### src/rtl/serial_add_ctrl_pkg.sv
// Shared definitions for the bit-serial adder controller.
//   state_t : FSM state encoding (IDLE/RUN/DONE). Encoding 2'd3 is unused
//             and falls back to IDLE in the controller.
package serial_add_ctrl_pkg;

   localparam int ST_W = 2;

   typedef enum logic [ST_W-1:0] {
      ST_IDLE = 2'd0,
      ST_RUN  = 2'd1,
      ST_DONE = 2'd2
   } state_t;

endpackage

### src/rtl/serial_add_ctrl_full.sv
// full: gate-level 1-bit full-adder cell, purely combinational.
//   a, b, cin : addend bits and carry-in
//   sum       : a ^ b ^ cin
//   cout      : majority(a, b, cin)
module full (
   input  logic a,
   input  logic b,
   input  logic cin,
   output logic sum,
   output logic cout
);

   logic ab_x;
   logic ab_a;
   logic cx_a;

   xor g_x0 (ab_x, a, b);
   xor g_x1 (sum, ab_x, cin);
   and g_a0 (ab_a, a, b);
   and g_a1 (cx_a, ab_x, cin);
   or  g_o0 (cout, ab_a, cx_a);

endmodule

### src/rtl/serial_add_ctrl.sv
// serial_add_ctrl: bit-serial adder controller. Adds two WIDTH-bit operands
// LSB first through one shared full-adder cell, one bit per clock.
//   clk    : system clock (rising edge)
//   rst_n  : synchronous active-low reset
//   start  : request, honoured only in IDLE or DONE
//   a, b   : operands, captured when start is accepted
//   cin    : carry-in, captured when start is accepted
//   busy   : high while the serial add is running
//   done   : one-cycle completion pulse
//   sum    : result register, updated only on completion
//   cout   : final carry-out, updated with sum
module serial_add_ctrl
   import serial_add_ctrl_pkg::*;
#(
   parameter int WIDTH = 8
) (
   input  logic             clk,
   input  logic             rst_n,
   input  logic             start,
   input  logic [WIDTH-1:0] a,
   input  logic [WIDTH-1:0] b,
   input  logic             cin,
   output logic             busy,
   output logic             done,
   output logic [WIDTH-1:0] sum,
   output logic             cout
);

   localparam int CW = $clog2(WIDTH + 1);

   state_t           state;
   state_t           state_nx;
   logic [WIDTH-1:0] a_sh;
   logic [WIDTH-1:0] b_sh;
   logic [WIDTH-1:0] r_sh;
   logic             c_reg;
   logic [CW-1:0]    cnt;

   logic             cell_sum;
   logic             cell_cout;
   logic [WIDTH:0]   r_ext;
   logic             last;
   logic             load;

   full u_cell (
      .a    (a_sh[0]),
      .b    (b_sh[0]),
      .cin  (c_reg),
      .sum  (cell_sum),
      .cout (cell_cout)
   );

   // New result bit enters at the MSB; slicing the extended vector keeps
   // this legal for WIDTH=1 as well.
   assign r_ext = {cell_sum, r_sh};
   assign last  = (cnt == CW'(WIDTH - 1));

   always_comb begin
      state_nx = ST_IDLE;
      load     = 1'b0;
      case (state)
         ST_IDLE: begin
            if (start) begin
               load     = 1'b1;
               state_nx = ST_RUN;
            end else begin
               state_nx = ST_IDLE;
            end
         end
         ST_RUN:  state_nx = last ? ST_DONE : ST_RUN;
         ST_DONE: begin
            // back-to-back accept keeps the pipe full when start is held
            if (start) begin
               load     = 1'b1;
               state_nx = ST_RUN;
            end
         end
         default: state_nx = ST_IDLE;
      endcase
   end

   assign busy = (state == ST_RUN);
   assign done = (state == ST_DONE);

   always_ff @(posedge clk) begin
      if (!rst_n) begin
         state <= ST_IDLE;
         a_sh  <= '0;
         b_sh  <= '0;
         r_sh  <= '0;
         c_reg <= 1'b0;
         cnt   <= '0;
         sum   <= '0;
         cout  <= 1'b0;
      end else begin
         state <= state_nx;
         if (load) begin
            a_sh  <= a;
            b_sh  <= b;
            c_reg <= cin;
            cnt   <= '0;
         end else if (state == ST_RUN) begin
            a_sh  <= a_sh >> 1;
            b_sh  <= b_sh >> 1;
            r_sh  <= r_ext[WIDTH:1];
            c_reg <= cell_cout;
            cnt   <= cnt + CW'(1);
            if (last) begin
               sum  <= r_ext[WIDTH:1];
               cout <= cell_cout;
            end
         end
      end
   end

endmodule

### config.mk
export PLATFORM = sky130hd
export DESIGN_NAME = serial_add_ctrl
export DESIGN_NICKNAME = d
export VERILOG_FILES = /design/src/rtl/serial_add_ctrl_pkg.sv /design/src/rtl/serial_add_ctrl_full.sv /design/src/rtl/serial_add_ctrl.sv
export SDC_FILE = /design/constraint.sdc
export NUM_CORES = 1
export LEC_CHECK = 0
export CORE_MARGIN = 5
export CORE_UTILIZATION = 54
export CTS_CLUSTER_SIZE = 20
export DETAILED_ROUTE_END_ITERATION = 7
export PLACE_DENSITY_LB_ADDON = 0.08
export RECOVER_POWER = 25
export SLEW_MARGIN = 40
export SYNTH_ARGS = -nofsm -noshare
export SYNTH_HDL_FRONTEND = slang
export SYNTH_HIERARCHICAL = 1
export SYNTH_SLANG_ARGS = --single-unit
### constraint.sdc
create_clock -name clk -period 3.3 [get_ports clk]
set_input_delay 0.99 -clock clk [delete_from_list [all_inputs] [get_ports clk]]
set_output_delay 0.99 -clock clk [all_outputs]
set_load 0.02 [all_outputs]
==> results.toml, run 1 <==
[placed_design]
hpwl_mm = 2.36
gp_congestion = 0.756
dpl_worst_slack_ns = 0.697
dp_cells = 241
place_area_um2 = 1900
io_buffer_count = 30

[synth]
synthDistinctLibCells = 26
synth_fa_ha_area_share_pct = 2.03
syn_area_per_cell_um2 = 8.46
synth_top_area_cell = "dfxtp_1"
synthArstFlopShare_pct = 0
synth_area_um2 = 1600
synth_edf_count = 0
yosys-top-cells-count = "nand2_1 (63), dfxtp_1 (39), o21ai_0 (13), a31oi_1 (12), a21boi_0 (11)"
seq_area_frac_synth_pct = 48.8
syn_inst = 189
synthXorXnorAreaFrac_pct = 1.10
yosys.area_share.simple_pct = 21.3
synth.area.top_cells = "dfxtp_1 (49%), nand2_1 (15%), mux2i_1 (5.6%)"
synth_fp_nets = 211
synth_mux_area_share_pct = 5.63
synth_warnings = 6
synth-main-ff-cell = "dfxtp_1"
synth_most_common_cell = "nand2_1"
synth_compound_area_share_pct = 16.8
synth_seq_cells = 39
synth_top_area_share_pct = 48.8
synth_top_family_by_area = "simple AND/OR/NAND/NOR gates"

[power_and_ir_drop]
power_density_nw_per_um2 = 432
p_seq_share_pct = 59.8
comb_power_share_pct = 12.2
leakage_nw = 0.666
switchingPower_mw = 0.226
total_power_mw = 0.843
swShare_pct = 26.8
vdd_drop_max_uv = 297
p_int_mw = 0.617
clock_power_share_pct = 28.0

[timing]
max_freq_mhz = 392
fin_tns_setup_ns = 0
period_minus_slack_ns = 2.55
slew_viol_final = 0
setup_ws_ns = 0.749
rsz0062_at_grt = "false"
hold_violations = 0
max_slew_margin_pct = 38.1
timing.final.crit_share_pct = 77.3
skew_ns = 0.0102
tightest_slew_ns = 0.928
hold_ws_ns = 0.458
setup_viol = 0

[critical_path]
crit_slowest_cell = "clkdlybuf4s50_1"
start_kind = "register"
critPathMaxFanout = 5
critPathMaxStageDelay_ns = 0.60
endpoint_kind = "output port"
worstPathCellList = "nand2b_1 -> clkinv_1 -> clkdlybuf4s50_1"
worstSetupPathType = "reg2out"
arrival_ns = 1.56
crit_required_ns = 2.31

[global_route]
antenna_found_initial = 0
grt_pass1_wl_mm = 5.95
grt_pass1_vias = 1382
grt-ovfl-total = 0
globalRouteTotalUtil_pct = 18.3
grt_max_degree = 31

[die]
dieWidth_um = 64.4
fp.coreArea_um2 = 2810
ios = 31
die_h_um = 64.4
fp.dieArea_um2 = 4150
rows = 19
initial_utilization_pct = 57.0

[clock_tree]
htree_num_levels = 2
postCtsSetupBuffers = 0
numCtsBuffers = 5
hold_buffers = 0
post_cts_resized = 0
cts_sinks = 39
tritoncts = "yes"
cts_root_buffer = "clkbuf_4"
path_clk_slew_ns = 0.11
clkLatencyLatePin_ns = 0.35
cts_buffer_depth = 2

[finish]
final_util_pct = 69.6
area.growth.synth_to_final_pct = 22.1
drive_gt1_share_pct = 5.96
reg_top3 = "a_sh: 8 flops, b_sh: 8 flops, sum: 8 flops"
antenna_cells = 0
stdcell_area_um2 = 1950
nets = 239
stdcell_count = 249

[drt]
postRouteAntennaNets = 0
vias = 1375
drc = 0
firstDrtPassIters = 4
dr.first_iter.drc_count = 96
routedWlPerCell_um = 13.4
viasPerCell = 5.52
wirelength_mm = 3.35

[job]
maxCapViolCount = 0

[min_path]
hold_path.class = "reg2reg"

[status]
status = "complete, no violations"
layout by cell type, fill, tap and decap left out, types with 2 or more instances in the layout:
master and n:
a21boi_0 11, a21oi_1 3, a22oi_1 3, a31oi_1 12, buf_4 3, clkbuf_4 5, clkdlybuf4s50_1 28, clkinv_2 3
dfxtp_1 39, dlygate4sd3_1 2, mux2i_1 9, nand2_1 63, nand2b_1 2, nand3_1 5, nand3b_1 2, nor2_1 2
nor2b_1 2, o21ai_0 13
metal layers:
layer / track usage, % / vias up / routed length [um]
met3: 4.49 / 5 / 179
met1: 21.3 / 640 / 1510
met5: 0 / - / 0
met2: 30.9 / 37 / 1600
li1: - / 693 / -
met4: 9.76 / 0 / 57
critical path: cells and delay by family (launching register included):
family                 cells  cell delay [ns]
AND/OR/NAND/NOR            1             0.12
buffers and inverters      2             0.68
flip-flops                 1             0.41
area by class of cell:
class	instances	area [um2]
fill	233	853
timing repair buffer	34	327
tap	31	38.8
multi-input combinational	136	749
clock buffer	5	37.5
inverter	1	3.75
clock inverter	3	15.0
sequential	39	781
logic make-up (layout without fill, tap and decap cells):
kind of cell | count (synthesis) | count (layout)
DFF | 39 | 39
xor gates and xnor gates | 2 | 2
and+or+nand+nor | 80 | 80
muxes | 9 | 9
AOI/OAI and AO/OA | 43 | 43
buffers and inverters | 14 | 43
adders and majority gates | 2 | 2
power groups by stage:
stage / Combinational [mW] / Clock [mW] / Sequential [mW]
after detailed placement: 0.104 / 0 / 0.515
after CTS: 0.104 / 0.244 / 0.504
after global routing: 0.115 / 0.270 / 0.507
final: 0.103 / 0.236 / 0.504
after floorplan: 0.0672 / 0 / 0.512
after global placement: 0.101 / 0 / 0.513
final timing paths:
kind | depth (start not counted) | from | to | slack (ns)
setup / recovery | 3 | state[0] | busy | 0.75
hold / removal | 2 | b_sh[7] | b_sh[7] | 0.46
setup reg to reg | 3 | state[0] | cnt[1] | 1.60
hold reg to reg | 2 | b_sh[7] | b_sh[7] | 0.46
Note: power is estimated with default switching activity, not from simulation.
==> inputs of run 2 (changes only) <==
Settings changed: CORE_UTILIZATION 54 to 45.
Clock period 3.3 ns to 2.15 ns, I/O delays scaled along.
==> results.toml, run 2 (synthesis gave the netlist of run 1 again) <==
[clock_tree]
cts_sinks = 39
path_clk_slew_ns = 0.11
cts_root_buffer = "clkbuf_4"
postCtsSetupBuffers = 0
tritoncts = "yes"
numCtsBuffers = 5
cts_buffer_depth = 2
post_cts_resized = 1
htree_num_levels = 2
hold_buffers = 0
clkLatencyLatePin_ns = 0.33

[critical_path]
crit_cells = 1
worstSetupPathType = "reg2out"
critPathBufInv = 1
critPathMaxStageDelay_ns = 0.61
start_kind = "register"
cp_top_family = "buffers and inverters"
worstPathCellList = "clkdlybuf4s50_1"
regToRegSetupSlack_ns = 0.73
r2r_cells = 4
arrival_ns = 1.31
r2r-start = "state[0]"
crit_slowest_cell = "clkdlybuf4s50_1"
r2r-end = "sum[0]"
critPathMaxFanout = 2
crit_required_ns = 1.50
endpoint_kind = "output port"

[placed_design]
io_buffer_count = 30
hpwl_mm = 2.27
gp_congestion = 0.776

[drt]
wirelength_mm = 3.23
routedWlPerCell_um = 12.1
dr.first_iter.drc_count = 77
vias = 1358
postRouteAntennaNets = 0
drc = 0
firstDrtPassIters = 4
viasPerCell = 5.11

[timing]
rsz0062_at_grt = "false"
hold_violations = 0
slew_viol_final = 0
timing.final.crit_share_pct = 91.0
period_minus_slack_ns = 1.96
max_freq_mhz = 511
tightest_slew_ns = 0.720
fin_tns_setup_ns = 0
max_slew_margin_pct = 52.0
skew_ns = 0.00676
setup_viol = 0
hold_ws_ns = 0.462

[die]
dieWidth_um = 69.6
die_h_um = 69.6
fp.coreArea_um2 = 3390
ios = 31
rows = 21
fp.dieArea_um2 = 4850
initial_utilization_pct = 47.2

[finish]
register_area_um2 = 781
antenna_cells = 0
fill_cells = 332
area.growth.synth_to_final_pct = 24.2
reg_top3 = "a_sh: 8 flops, b_sh: 8 flops, sum: 8 flops"
nets = 241
final_common_cell = "nand2_1"
multi_input_area_um2 = 749
final_cell_mix = "nand2_1 (63), dfxtp_1 (39), clkdlybuf4s50_1 (27)"
drive_gt1_share_pct = 6.36

[job]
maxCapViolCount = 0

[min_path]
worst_hold_path.num_cells = 2
min-delay-start = "sum[4]"
hold_path.class = "reg2reg"
worst_hold_path.endpoint = "sum[4]"

[status]
status = "complete, no violations"

[power_and_ir_drop]
power_density_nw_per_um2 = 647
leakage_nw = 0.695
vdd_drop_max_uv = 428

[global_route]
grt-ovfl-total = 0
antenna_found_initial = 0
grt_pass1_wl_mm = 5.73
globalRouteTotalUtil_pct = 14.1
grt_pass1_vias = 1347
grt_max_degree = 46
-- run 2: worst max path at each step --
stage / startpoint / to / slack (ns)
after global routing: rst_n / cnt[1] / 0.13
after global placement: start / c_reg / 0.30
after floorplan: state[1] / busy / 0.67
after CTS: state[0] / done / 0.0006
final: cout / cout / 0.19
after detailed placement: start / c_reg / 0.29
-- run 2: area by class of cell --
class	instances	share of cell area [%]
well taps	46	2.90
clock buffers	7	2.27
inverters	1	0.189
multi-input cells	136	37.7
flip-flops and latches	39	39.3
repair buffers	36	17.3
clock inverters	1	0.252
-- run 2: metrics by stage --
stage	setup WS, ns	area [um2]	utilization (%)	std cells	power (mW)
final	0.195	1990	58.6	266	1.28
after global routing	0.128	1990	58.6	266	1.36
after CTS	0.000647	2000	59.0	266	1.31
after detailed placement	0.289	1950	57.5	258	0.957
after global placement	0.300	1950	57.5	258	0.952
after floorplan	0.670	1600	-	189	0.888
-- run 2: per-layer routing --
| layer | vias to the layer above | GRT usage, % | routed length (um) |
|---|---|---|---|
| met2 | 30 | 22.5 | 1480 |
| met3 | 4 | 3.77 | 136 |
| met1 | 628 | 17.7 | 1580 |
| met5 | - | 0 | 0 |
| met4 | 0 | 6.81 | 34 |
| li1 | 696 | - | - |
-- run 2: where the power goes --
| part | switching [mW] | total, mW | internal, mW | leakage [nW] |
|---|---|---|---|---|
| combinational | 0.0866 | 0.161 | 0.0748 | 0.347 |
| sequential | 0.0190 | 0.773 | 0.754 | 0.318 |
| clock | 0.222 | 0.349 | 0.128 | 0.0293 |
| total | 0.327 | 1.28 | 0.957 | 0.695 |
==> inputs of run 3 (changes only) <==
Settings changed: GPL_ROUTABILITY_DRIVEN set to 0, MAX_ROUTING_LAYER set to met4.
==> results.toml, run 3 (synthesis gave the netlist of run 1 again) <==
[status]
status = "complete, no violations"

[die]
die_h_um = 69.6
dieWidth_um = 69.6
fp.coreArea_um2 = 3390
initial_utilization_pct = 47.2
rows = 21
fp.dieArea_um2 = 4850
ios = 31

[critical_path]
critPathBufInv = 1
critPathMaxFanout = 2
cp_top_family = "buffers and inverters"
crit_required_ns = 1.50
crit_slowest_cell = "clkdlybuf4s50_1"
start_kind = "register"
worstPathCellList = "clkdlybuf4s50_1"
critPathMaxStageDelay_ns = 0.61
endpoint_kind = "output port"
arrival_ns = 1.31
worstSetupPathType = "reg2out"

[global_route]
grt_pass1_wl_mm = 5.73
grt_max_degree = 46
grt_pass1_vias = 1347
grt-ovfl-total = 0
antenna_found_initial = 0
globalRouteTotalUtil_pct = 14.5

[drt]
vias = 1359
dr.first_iter.drc_count = 75
postRouteAntennaNets = 0
firstDrtPassIters = 4
drc = 0
routedWlPerCell_um = 12.1
wirelength_mm = 3.23
viasPerCell = 5.11

[min_path]
hold_path.class = "reg2reg"

[timing]
skew_ns = 0.00676
setup_viol = 0
max_freq_mhz = 511
setup_ws_ns = 0.195
hold_violations = 0
tightest_slew_ns = 0.720
slew_viol_final = 0
fin_tns_setup_ns = 0
rsz0062_at_grt = "false"
max_slew_margin_pct = 52.0
period_minus_slack_ns = 1.96
timing.final.crit_share_pct = 91.0

[clock_tree]
postCtsSetupBuffers = 0
htree_num_levels = 2
cts_buffer_depth = 2
numCtsBuffers = 5
cts_root_buffer = "clkbuf_4"
tritoncts = "yes"
clkLatencyLatePin_ns = 0.33
cts_sinks = 39
path_clk_slew_ns = 0.11

[power_and_ir_drop]
p_seq_share_pct = 60.3
total_power_mw = 1.28
p_int_mw = 0.957
switchingPower_mw = 0.326
leakage_nw = 0.695
vdd_drop_max_uv = 426
swShare_pct = 25.4
comb_power_share_pct = 12.6
clock_power_share_pct = 27.2
power_density_nw_per_um2 = 646

[finish]
final_common_cell = "nand2_1"
final_cell_mix = "nand2_1 (63), dfxtp_1 (39), clkdlybuf4s50_1 (27)"
antenna_cells = 0
fill_cells = 332
stdcell_count = 266
reg_top3 = "a_sh: 8 flops, b_sh: 8 flops, sum: 8 flops"
nets = 241
area.growth.synth_to_final_pct = 24.2
drive_gt1_share_pct = 6.36

[placed_design]
dpl_worst_slack_ns = 0.289
io_buffer_count = 30
dp_cells = 258
hpwl_mm = 2.27

[job]
maxCapViolCount = 0
run 3: cell counts in the layout (fill, tap and decap cells not counted):
Identical to the previous run, type by type.
run 3: final cells by class:
| class | count | area, um2 | share of cell area [%] |
|---|---|---|---|
| Inverter | 1 | 3.75 | 0.189 |
| Clock inverter | 1 | 5.00 | 0.252 |
| Multi-Input combinational cell | 136 | 749 | 37.7 |
| Clock buffer | 7 | 45.0 | 2.27 |
| Timing Repair Buffer | 36 | 344 | 17.3 |
| Sequential cell | 39 | 781 | 39.3 |
| Tap cell | 46 | 57.6 | 2.90 |
run 3: path summary, 6_finish.rpt:
kind,slack [ns],endpoint,cells past startpoint,start
hold / removal,0.46,sum[4],2,sum[4]
setup / recovery,0.19,cout,1,cout
hold reg to reg,0.46,sum[4],2,sum[4]
setup reg to reg,0.73,sum[0],4,state[0]
run 3: routing by layer:
layer | global-route usage, % | share of wire (%) | vias to the layer above
li1 | - | - | 696
met1 | 17.9 | 49 | 629
met2 | 22.5 | 46 | 30
met3 | 3.48 | 3.9 | 4
met4 | 6.81 | 1.1 | 0
met5 | - | 0 | -
run 3: what timing repair did:
action / CTS / global route
endpoints found under the hold margin: 0 / 0
resized for setup: 1 / 1
hold buffers: 0 / 0
setup endpoints to repair: 1 / 1
run 3: metrics by stage:
stage	cell area [um2]	utilization (%)	hold WS, ns
6_report	1990	58.6	0.462
2_1_floorplan	1600	-	0.432
4_1_cts	2000	59.0	0.467
3_5_place_dp	1950	57.5	0.450
3_3_place_gp	1950	57.5	0.441
5_1_grt	1990	58.6	0.484
run 3: power groups by stage:
stage          Sequential, mW  Combinational [mW]  Clock (mW)
6_report                0.773               0.161       0.348
5_1_grt                 0.778               0.182       0.397
4_1_cts                 0.774               0.166       0.367
3_5_place_dp            0.790               0.167           0
3_3_place_gp            0.789               0.163           0
2_1_floorplan           0.785               0.103           0
